$ cat src/rtl/bcd_field_counter_if.sv
// Control and status bundle between a BCD field counter and its driver.
interface bcd_field_counter_if;
    logic       tick_in;
    logic       set_ena;
    logic       up;
    logic       down;
    logic       load;
    logic [7:0] load_val;
    logic [7:0] BCD_out;
    logic       TC_out;
    logic       load_err;

    modport master (
        output tick_in, set_ena, up, down, load, load_val,
        input  BCD_out, TC_out, load_err
    );

    modport slave (
        input  tick_in, set_ena, up, down, load, load_val,
        output BCD_out, TC_out, load_err
    );
endinterface

$ cat src/rtl/bcd_field_counter.sv
// Two-digit BCD field counter with wrap, parallel load, set buttons and a one-cycle TC cascade.
module bcd_field_counter #(
    parameter int unsigned MOD_MIN   = 0,
    parameter int unsigned MOD_MAX   = 59,
    parameter int unsigned RESET_VAL = MOD_MIN
) (
    input logic               clk,
    input logic               rst,
    bcd_field_counter_if.slave bus
);

    localparam logic [7:0] MinBcd   = 8'(((MOD_MIN / 10) << 4) | (MOD_MIN % 10));
    localparam logic [7:0] MaxBcd   = 8'(((MOD_MAX / 10) << 4) | (MOD_MAX % 10));
    localparam logic [7:0] ResetBcd = 8'(((RESET_VAL / 10) << 4) | (RESET_VAL % 10));

    logic [7:0] bcd_q, bcd_d;
    logic       tc_q, tc_d;
    logic       err_q, err_d;
    logic       up_q, down_q;

    logic [3:0] ones, tens;
    logic [7:0] inc_val, dec_val;
    logic       up_edge, down_edge;
    logic       load_ok;

    assign ones      = bcd_q[3:0];
    assign tens      = bcd_q[7:4];
    assign up_edge   = bus.up & ~up_q;
    assign down_edge = bus.down & ~down_q;

    always_comb begin
        inc_val = {tens, ones + 4'd1};
        if (bcd_q == MaxBcd) begin
            inc_val = MinBcd;
        end else if (ones == 4'd9) begin
            inc_val = {tens + 4'd1, 4'd0};
        end
    end

    always_comb begin
        dec_val = {tens, ones - 4'd1};
        if (bcd_q == MinBcd) begin
            dec_val = MaxBcd;
        end else if (ones == 4'd0) begin
            dec_val = {tens - 4'd1, 4'd9};
        end
    end

    // Valid BCD orders like binary, so range checks compare the packed digits directly.
    // The lower bound is written as x+1 > min to stay meaningful when MOD_MIN is zero.
    always_comb begin
        load_ok = (bus.load_val[7:4] <= 4'd9) && (bus.load_val[3:0] <= 4'd9) &&
                  (({1'b0, bus.load_val} + 9'd1) > {1'b0, MinBcd}) &&
                  (bus.load_val <= MaxBcd);
    end

    always_comb begin
        bcd_d = bcd_q;
        tc_d  = 1'b0;
        err_d = 1'b0;
        if (bus.load) begin
            if (load_ok) begin
                bcd_d = bus.load_val;
            end else begin
                err_d = 1'b1;
            end
        end else if (bus.set_ena) begin
            if (up_edge && !down_edge) begin
                bcd_d = inc_val;
            end else if (down_edge && !up_edge) begin
                bcd_d = dec_val;
            end
        end else if (bus.tick_in) begin
            bcd_d = inc_val;
            tc_d  = (bcd_q == MaxBcd);
        end
    end

    always_ff @(posedge clk) begin
        if (rst) begin
            bcd_q  <= ResetBcd;
            tc_q   <= 1'b0;
            err_q  <= 1'b0;
            up_q   <= 1'b0;
            down_q <= 1'b0;
        end else begin
            bcd_q  <= bcd_d;
            tc_q   <= tc_d;
            err_q  <= err_d;
            up_q   <= bus.up;
            down_q <= bus.down;
        end
    end

    assign bus.BCD_out  = bcd_q;
    assign bus.TC_out   = tc_q;
    assign bus.load_err = err_q;

endmodule

$ cat src/flat_wrapper.sv
// flat-port wrapper written by rule: the top's interface ports become plain ports
module bcd_field_counter_flat 
#(
    parameter int unsigned MOD_MIN   = 0,
    parameter int unsigned MOD_MAX   = 59,
    parameter int unsigned RESET_VAL = MOD_MIN
)
  (clk, rst, bus_tick_in, bus_set_ena, bus_up, bus_down, bus_load, bus_load_val, bus_BCD_out, bus_TC_out, bus_load_err);
  bcd_field_counter_if bus_i ();
  input logic clk;
  input logic rst;
  input wire logic [$bits(bus_i.tick_in)-1:0] bus_tick_in;
  input wire logic [$bits(bus_i.set_ena)-1:0] bus_set_ena;
  input wire logic [$bits(bus_i.up)-1:0] bus_up;
  input wire logic [$bits(bus_i.down)-1:0] bus_down;
  input wire logic [$bits(bus_i.load)-1:0] bus_load;
  input wire logic [$bits(bus_i.load_val)-1:0] bus_load_val;
  output wire logic [$bits(bus_i.BCD_out)-1:0] bus_BCD_out;
  output wire logic [$bits(bus_i.TC_out)-1:0] bus_TC_out;
  output wire logic [$bits(bus_i.load_err)-1:0] bus_load_err;
  assign bus_i.tick_in = bus_tick_in;
  assign bus_i.set_ena = bus_set_ena;
  assign bus_i.up = bus_up;
  assign bus_i.down = bus_down;
  assign bus_i.load = bus_load;
  assign bus_i.load_val = bus_load_val;
  assign bus_BCD_out = bus_i.BCD_out;
  assign bus_TC_out = bus_i.TC_out;
  assign bus_load_err = bus_i.load_err;
  bcd_field_counter #(.MOD_MIN(MOD_MIN), .MOD_MAX(MOD_MAX), .RESET_VAL(RESET_VAL)) u_core (.clk(clk), .rst(rst), .bus(bus_i));
endmodule
$ cat config.mk
export PLATFORM = sky130hd
export DESIGN_NAME = bcd_field_counter_flat
export DESIGN_NICKNAME = d
export VERILOG_FILES = /design/src/rtl/bcd_field_counter_if.sv /design/src/rtl/bcd_field_counter.sv /design/src/flat_wrapper.sv
export SDC_FILE = /design/constraint.sdc
export NUM_CORES = 1
export LEC_CHECK = 0
export CORE_MARGIN = 1.5
export CORE_UTILIZATION = 50
export CTS_CLUSTER_SIZE = 24
export DETAILED_ROUTE_END_ITERATION = 16
export PLACE_DENSITY = 0.89
export REMOVE_ABC_BUFFERS = 1
export SLEW_MARGIN = 10
export SYNTH_ARGS = -nofsm -noshare
export SYNTH_HDL_FRONTEND = slang
export SYNTH_SLANG_ARGS = --single-unit
$ cat constraint.sdc
create_clock -name clk -period 4.9 [get_ports clk]
set_clock_uncertainty 0.1 [all_clocks]
set_input_delay 0.49 -clock clk [delete_from_list [all_inputs] [get_ports clk]]
set_output_delay 0.49 -clock clk [all_outputs]
set_load 0.005 [all_outputs]
[After elaboration in Yosys (flattened, before gate mapping)]
Index checks and enable logic that the tools add are counted.
Word-level totals
  register bits: 12
  bits in latches: 0
  bits in writable memories: 0
  ROM bits: 0
  output and inout port bits: 10
  word-level logic and storage cells: 51
  memories kept: 0
Cells by class
  add/subtract/negate cells: 5
  $mul: 0
  div/mod/pow operators: 0
  $lt $le $gt $ge: 4
  equal/unequal tests: 5
  shift-type cells: 0
  muxes and demuxes: 11
  bitwise logic cells: 6
  reductions and logical operators: 14
Operator list (number)
  8-bit two-way mux: 10
  8-bit by 1-bit adder with 9-bit output (second input constant): 1
  9-bit by 1-bit greater-than comparator with 1-bit output (second input constant): 1
  4-bit by 1-bit adder with 4-bit output (second input constant): 2
  8-bit by 7-bit equality test with 1-bit output (second input constant): 1
  4-bit less-or-equal comparator (second input constant): 2
  8-bit by 7-bit less-or-equal comparator with 1-bit output (second input constant): 1
  8-bit zero test: 1
  4-bit by 1-bit subtractor with 4-bit output (second input constant): 2
  1-bit logical AND: 5
  5-bit by 1-bit inequality test with 1-bit output (second input constant): 1
  4-bit equality test (second input constant): 1
  4-bit zero test: 1
  4-bit by 1-bit inequality test with 1-bit output (second input constant): 1
  1-bit inverter: 4
  4-bit AND reduction: 1
  4-bit OR reduction: 1
  3-bit AND reduction: 1
  3-bit nonzero test: 1
  1-bit bitwise AND: 2
  1-bit zero test: 2
  2-bit by 1-bit inequality test with 1-bit output (second input constant): 1
  2-bit OR reduction: 1
  1-bit two-way mux: 1

[Depth between registers and ports, before layout]
Gate-level depths: netlist (run 1).
  depth after elaboration: 8
  gate-level depth with buffers: 8
  mapped depth without buffers: 7

[Least setup slack after synthesis (run 1)]
OpenSTA, ideal clock, no wires.
  kind: in2reg
  start point: input port bus_up
  end point: register u_core.bcd_q[1], in the netlist u_core.bus.BCD_out[1]
  setup time: 0.091 ns
  arrival: 1.696 ns
  data required time: 4.709 ns
  path slack: 3.013 ns
  stages on the path: 8
  path buffers: 1
  cell sequence: nor2b_1 -> ha_1 -> nand2b_1 -> buf_2 -> and2_1 -> o21ai_1 -> o211ai_1 -> a311oi_1
Between the ends
  longest elaborated chain between the ends: 5
  elaborated cells on any way between the ends: 9
  those cells by class: eq/ne: 1; mux: 3; bitwise: 1; reduce/logical: 4
Ends and longest elaborated chain
  start, declared: line flat_wrapper.sv:14  | input wire logic [$bits(bus_i.up)-1:0] bus_up;
  1-bit bitwise AND *: line bcd_field_counter.sv:28  | assign up_edge = bus.up & ~up_q;
  1-bit zero test / 1-bit logical AND (equally long branches): line bcd_field_counter.sv:70, bcd_field_counter.sv:68
  1-bit logical AND / 8-bit two-way mux (equally long branches): line bcd_field_counter.sv:70, bcd_field_counter.sv:68
  4-bit by 1-bit inequality test with 1-bit output (no line) / 8-bit two-way mux (equally long branches)
  3-bit AND reduction (no line) / 8-bit two-way mux (equally long branches)
  end signal, assigned: line bcd_field_counter.sv:81  | bcd_q <= ResetBcd;
  end, declared: line bcd_field_counter.sv:16  | logic [7:0] bcd_q, bcd_d;
Every way passes the cells marked *; elsewhere a longest branch is shown, timed or not.
A chain may end at the register's enable or synchronous reset.

[Worst setup path after layout (run 1)]
  start point: input port bus_up
  end point: register u_core.bcd_q[7], in the netlist u_core.bus.BCD_out[7]
Between the ends
  longest elaborated chain between the ends: 5
  elaborated cells on any way between the ends: 10
  those cells by class: eq/ne: 2; mux: 3; bitwise: 1; reduce/logical: 4
Ends and longest elaborated chain (line)
  1-bit bitwise AND *: bcd_field_counter.sv:28
  1-bit zero test / 1-bit logical AND (equally long branches): bcd_field_counter.sv:70, bcd_field_counter.sv:68
  1-bit logical AND / 8-bit two-way mux (equally long branches): bcd_field_counter.sv:70, bcd_field_counter.sv:68
  4-bit by 1-bit inequality test with 1-bit output (no line) / 8-bit two-way mux (equally long branches)
  4-bit AND reduction (no line) / 8-bit two-way mux (equally long branches)
Marks and branches as above.

==> results.txt, run 1 <==
Prior to clock tree synthesis, the placed netlist has a worst setup slack of around 2400 ps. The share of the clock period used by the worst path is between 40 and 50%. The clock edge transition at the registers on the reported setup and hold paths came out at 90 ps. Buffers inserted to repair hold after CTS numbered 0.

The critical register-to-register path endpoint is u_core.bus.BCD_out[4]$_SDFFE_PP0P_. The clock latency on the worst-skew pair came out at 280 ps. The cell count of the worst reg-to-reg path came out at 6. The kind of critical path is in -> reg. The number of endpoints failing setup at the final stage came out at 0. The critical path data required time came out at 4970 ps. The critical path goes through clkdlybuf4s50_1 > nor2b_1 > ha_1 > nand2b_1 > o21bai_1 > and3_1 > a22o_1. A synthesized cell averages around 7.7 µm². The via count of the first global-routing pass is 896. The total number of vias is just over 1000. The max-cap violation count is 0. The peak per-stage delay on the critical path is 460 ps. Counting distinct cell types in the post-synthesis netlist gives 41.

The post-route netlist has between 4 and 5% of its cells at a drive strength greater than 1. The final total negative setup slack came out at 0 ps. The number of port buffers is 24.

Synthesis produced a netlist whose cell count is between 100 and 150. The Yosys warning count came out at 0. The number of post-CTS setup repair buffers is 0.

The cell at the slowest stage of the critical path is clkdlybuf4s50_1. Sorting the synthesized cells by area gives the leading types as dfxtp_1, ha_1, nand2b_1, nor2b_1, nand3_1. The number of rows created at floorplan is 15. Once the floorplan was initialized, standard cells occupied 53.9% of the core. The global-route usage over all layers is between 20% and 30%.

The post-cts repair resize count came out at 0. The via count normalized by instance count is 6.19. The TritonCTS sink count is 12. Together, buffers and inverters on the worst path number 1.

STA classifies the critical path endpoint as a register. The placed wire-length estimate after detailed placement is approximately 1700 µm. The instance count along the most critical hold path is 2.

After layout, the minimum clock period comes to around 2300 ps. The die boundary width came out at ~46 µm. The clock tree from TritonCTS is yes. Setup repair after global routing left no endpoint under its margin. The core region is approximately 1700 µm². The pin count of the biggest net entering global routing is 16. The register-to-register setup slack came out at 2960 ps.

The worst hold path begins at u_core.bus.BCD_out[6]$_SDFFE_PP0P_. In this run the tightest slew margin relative to its limit is between 60 and 70%. The number of failing hold endpoints at the final stage came out at 0. The area of the die is roughly 2200 µm². Summed over all cells, the static leakage comes to 0.426 nW. From synthesis to final layout, the design area changed by 28.2%. After detailed routing, the total wire length is about 2400 µm. The number of nets in the layout is roughly 160.

The number of clock buffers inserted by TritonCTS is 3. The largest total area in the synthesized netlist belongs to dfxtp_1. The maximum net fanout on the critical path came out at 11. The aggregate global routing overflow is 0. STA classifies the critical path startpoint as an input pin. Static timing analysis puts the maximum clock frequency at about 0.43 GHz. Pin placement for this block handled 25 I/O pins.

In this run the critical register-to-register path is launched from u_core.down_q$_SDFF_PP0_. The minimum setup slack in the final design is 2590 ps. The antenna diode count is 0. After synthesis, the largest area contributor takes up approximately a quarter of total cell area. In this run, synthesis inferred 0 flip-flops with an integrated enable. The worst-case IR drop observed on VDD is 0.172 mV. In the routed design, unresolved DRC markers number 0. Broken down by cell family, the worst path's largest delay share belongs to simple AND/OR/NAND/NOR gates. The max-slew violation count came out at 0. The min-delay analysis places its worst path in the category reg -> reg. The slew at the pin with the worst max-slew slack came out at approximately 520 ps. The vertical die dimension is ~46 µm. The buffer levels on the longest clock path came out at 2. The flow ran to the end, and the final reports show no timing, DRC or antenna violations. For hold timing, the worst endpoint is u_core.bus.TC_out$_SDFF_PP0_.

The first-pass iteration count of the detailed router is 4. The detailed-route wire length per cell came out at around 14 µm. The async set or reset register ratio after synthesis is 0%. The placer congestion estimate is approximately 0.87.

The cell area that synthesis handed to floorplanning was about 940 µm². In the layout the commonest cells are clkdlybuf4s50_1, dfxtp_1. The global-route wire length before repair is 3910 µm. The detailed router finished its first iteration with 48 violations. The number of H-tree branching levels is 1. Counting flops and latches in the post-synthesis netlist gives 12. The power density relative to cell area is approximately 240 nW/µm². Among all flip-flop cells after synthesis, the most frequent one is dfxtp_1. The data arrival at the endpoint of the critical path came out at 2380 ps. The cell chosen for the clock root is clkbuf_4.

The sequential-to-total area share from yosys stat came out at 25.5%. The number of nets with antenna violations after routing is 0. The library cell used most frequently in the layout, excluding fill and tap cells, is clkdlybuf4s50_1.

The number of antenna violations at the first check in global routing is 0.
==> routing by layer <==
layer | part of all wire (%) | up-vias | GRT usage (%) | routed length (µm)
li1 | - | 496 | - | -
met1 | 46 | 495 | 35.0 | 1110
met2 | 48 | 38 | 39.4 | 1140
met3 | 5.4 | 4 | 3.53 | 129
met4 | 0.59 | 0 | 6.86 | 14
met5 | 0 | - | 0 | 0
==> registers in the layout, indices dropped and copies added (netlist names) <==
| register | count |
|---|---|
| u_core.bus.BCD_out | 8 |
| u_core.bus.TC_out | 1 |
| u_core.bus.load_err | 1 |
| u_core.down_q | 1 |
| u_core.up_q | 1 |
==> how the worst max path moves through the flow <==
| stage | start | end | slack, ps | cells after the start |
|---|---|---|---|---|
| floorplan | bus_up | u_core.bus.BCD_out[1]$_SDFFE_PP0P_ | 3000 | 7 |
| global placement | bus_up | u_core.bus.BCD_out[7]$_SDFFE_PP0P_ | 2400 | 7 |
| detailed placement | bus_up | u_core.bus.BCD_out[7]$_SDFFE_PP0P_ | 2360 | 7 |
| CTS | bus_up | u_core.bus.BCD_out[7]$_SDFFE_PP0P_ | 2630 | 7 |
| global route | bus_up | u_core.bus.BCD_out[1]$_SDFFE_PP0P_ | 2450 | 8 |
| finish | bus_up | u_core.bus.BCD_out[7]$_SDFFE_PP0P_ | 2590 | 7 |
==> tightest hold or removal path, cell delays in order, from the launching register on <==
cell and delay, ps:
dfxtp_1 400, nand2_1 130, nor3_1 60
==> stage by stage <==
step                      power (mW)  utilization [%]  hold slack (ps)  instance area (µm²)  std cells
after global routing           0.311             69.1              568                 1210        167
after floorplan                0.171                -              462                  898        114
final                          0.295             69.1              524                 1210        167
after global placement         0.209             67.0              506                 1170        163
after CTS                      0.293             69.1              521                 1210        167
after detailed placement       0.212             67.0              508                 1170        163
==> synth_stat cells, types with 2 or more instances <==
cell      number
o21ai_1        6
a31oi_1        2
dfxtp_1       12
o21ai_0        3
a32o_1         3
clkbuf_1       3
inv_1          4
nand3_1        8
a211oi_1       3
nand2_1        8
a311oi_1       2
buf_2          4
nand4_1        4
o211ai_1       3
nor2_1         5
ha_1           5
nor3_1         5
a21oi_1        5
nand2b_1       8
nor2b_1        8
==> layout make-up <==
type | count | area [µm²]
timing repair buffer | 24 | 240
sequential | 12 | 240
tap | 25 | 31.3
fill | 143 | 539
multi-input combinational | 97 | 639
inverter | 5 | 18.8
clock buffer | 4 | 36.3
==> cells by family (layout without fill, tap and decap cells) <==
family | Yosys count | count (layout) | synth area share (%)
AOI/OAI and AO/OA | 35 | 35 | 25.8
xor gates and xnor gates | 1 | 1 | 0.931
adders and majority gates | 5 | 5 | 6.65
buffers and inverters | 13 | 33 | 6.52
DFF | 12 | 12 | 25.5
muxes | 1 | 1 | 1.06
and+or+nand+nor | 55 | 55 | 33.5
==> report_power, final <==
part / internal (mW) / switching (mW) / leakage, nW
clock: 0.0452 / 0.0377 / 0.0210
sequential: 0.105 / 0.0164 / 0.0986
combinational: 0.0480 / 0.0426 / 0.307
Power figures use the tool's default switching activity.
==> run 2, diff against run 1 <==
- CORE_UTILIZATION: 50 -> 47
- PLACE_DENSITY: 0.89 -> 0.85
- clock period: 4.9 -> 2.26 ns (I/O delays scaled with it)
==> run 2 against run 1 <==
Compared with the run above: via count rose by 1.7%; critical path type unchanged; sequential share of layout area is 0.52 points lower; sequential power increased by 120%; flip-flop and latch count did not move; wire length is essentially flat; final area is 2.7% higher; final cell count increased by 3.6%.
==> results.txt, run 2 (synthesis gave the netlist of run 1 again) <==
The slew at the pin with the worst max-slew slack is 388 ps. The layout has ~170 filler cells. The die is about 48 µm wide. The tool flagged a number of max-cap violations equal to 0.

Once the floorplan was initialized, standard cells occupied about half of the core. The number of endpoints failing setup at the final stage is 0. The category of cells accounting for the largest share of critical-path delay is simple AND/OR/NAND/NOR gates.

In this run the worst hold path is classified as in -> reg. The leading cell type in the layout, fill and taps excluded is clkdlybuf4s50_1. Setup repair after global routing left no endpoint under its margin.

The total number of vias came out at 1051. The data arrival at the endpoint of the critical path came out at roughly 2100 ps. The area of the die came out at ~2300 µm². The number of antenna violations at the first check in global routing is 0. Tracing the worst setup path back leads to its startpoint at bus_up. The core outline area is approximately 1900 µm². The via count normalized by instance count came out at around 6.1. The clock edge transition at the registers on the reported setup and hold paths came out at roughly 80 ps. Clock tree synthesis selected as its root buffer the cell clkbuf_4. The startpoint identified for the worst hold timing path is bus_up.

The detailed-route wire length per cell is about 14 µm. The buffer levels on the longest clock path is 2. After detailed routing, the total wire length is roughly 2400 µm. The cell area reported after detailed placement came out at between 1000 and 1500 µm². The number of H-tree branching levels came out at 1. The number of placed cells counting well taps is about 170. The flow ran to the end, and the final reports show no timing, DRC or antenna violations. The total power draw is roughly 0.65 mW. The remaining routing DRC violations came out at 0. After the first detailed-routing iteration, the DRC count stood at 38.

The fraction of layout instances using a drive strength above 1 is about 7.5%. STA classifies the critical path endpoint as a register. The number of failing hold endpoints at the final stage is 0. The library cells used most frequently in the layout, excluding fill and tap cells, are clkdlybuf4s50_1, dfxtp_1. The total of hold buffers inserted after clock tree synthesis is 0. The antenna diode count is 0. The number of flip-flops under the largest register name is 8. The post-cts repair resize count came out at 0. The number of standard cells in the final layout excluding fillers came out at roughly 170.

The max-slew violation count came out at 0. The relative max-transition margin is between 70% and 80%. The number of port buffers is 24. The number of buffer and inverter stages on the critical path came out at 1. The pin count of the biggest net entering global routing is 13. The global-route wire length before repair is 3740 µm.

In the finished design, the share of the clock period the worst path needs comes to ~87%. For this run the aggregate overflow at the end of global routing stands at 0. The number of rows created at floorplan came out at 16. By startpoint and endpoint, the worst setup path is classified as in -> reg.

The final design area excluding fillers came out at 1240 µm². Cells fill 64.5% of the core in the end. The vertical die dimension is about 48 µm. Global routing used a little under a quarter of the available tracks. The startpoint identified for the worst register-to-register timing path is u_core.down_q$_SDFF_PP0_. The I/O pin total is 25. Before antenna repair, the detailed router went through 4 iterations. The largest single stage delay on the critical path is about 460 ps. The number of nets with antenna violations after routing is 0. Based on the critical path, the design can be clocked at up to between 0.5 and 0.6 GHz. The critical path data required time came out at around 2400 ps.

The smallest clock period supported by the final layout is computed as between 1500 and 2000 ps. The TritonCTS sink count is 12. The maximum vdd ir drop came out at approximately 0.38 mV. The power density relative to cell area is between 500 and 600 nW/µm². The number of post-CTS setup repair buffers came out at 0. The sort of element at the start of the critical path is an input pin. In this run the worst path has a maximum fanout of 11. Walking the worst path, the cells encountered are clkdlybuf4s50_1 > nor2b_1 > ha_1 > nand2b_1 > nand4_1 > a211oi_1 > a21oi_1 > nor3_1. The number of clock buffers inserted by TritonCTS is 3. The via count of the first global-routing pass was 888. The HPWL after detailed placement is about 1800 µm. At the end of routability-driven placement, the weighted congestion stood at 0.839. The leakage power summed over all cells is around 0.45 nW. The final total negative setup slack came out at 0 ps.

On the critical path, the stage with the largest delay is an instance of clkdlybuf4s50_1. The area added between synthesis and finish is 31.6%. The number of nets in the layout is 167. The clock latency on the worst-skew pair is ~290 ps.

TritonCTS built the clock tree.
run 2: cell types whose count changed in the layout (fill, tap and decap cells not counted), sizes merged:
cell	change
buf	+4
run 2: routing by layer:
layer | global-route usage (%) | share of wire (%)
met5 | 0 | 0
met4 | 12.4 | 1.9
met3 | 2.64 | 8.8
met2 | 37.6 | 46
met1 | 30.8 | 43
run 2: final timing paths:
kind,slack (ps),end,cells past startpoint
hold reg to reg,530,u_core.bus.TC_out$_SDFF_PP0_,2
hold / removal,410,u_core.up_q$_SDFF_PP0_,2
setup reg to reg,370,u_core.bus.BCD_out[1]$_SDFFE_PP0P_,7
setup / recovery,290,u_core.bus.BCD_out[3]$_SDFFE_PP0P_,8
run 2: cell type report:
| cell class | instances | area [µm²] | share of cell area [%] |
|---|---|---|---|
| repair buffers | 28 | 270 | 21.8 |
| inverters | 5 | 18.8 | 1.52 |
| well taps | 27 | 33.8 | 2.73 |
| flip-flops and latches | 12 | 240 | 19.4 |
| clock buffers | 4 | 36.3 | 2.93 |
| multi-input cells | 97 | 639 | 51.6 |
run 2: per-stage QoR:
step	setup slack [ps]	hold slack (ps)
3_5_place_dp	33.2	507
4_1_cts	309	413
3_3_place_gp	106	506
5_1_grt	58.9	442
6_report	288	410
2_1_floorplan	578	198
run 2: power by group:
part           switching [mW]  internal, mW  total [mW]
combinational          0.0954         0.110       0.206
sequential             0.0341         0.227       0.261
clock                  0.0824        0.0983       0.181
total                   0.212         0.436       0.648
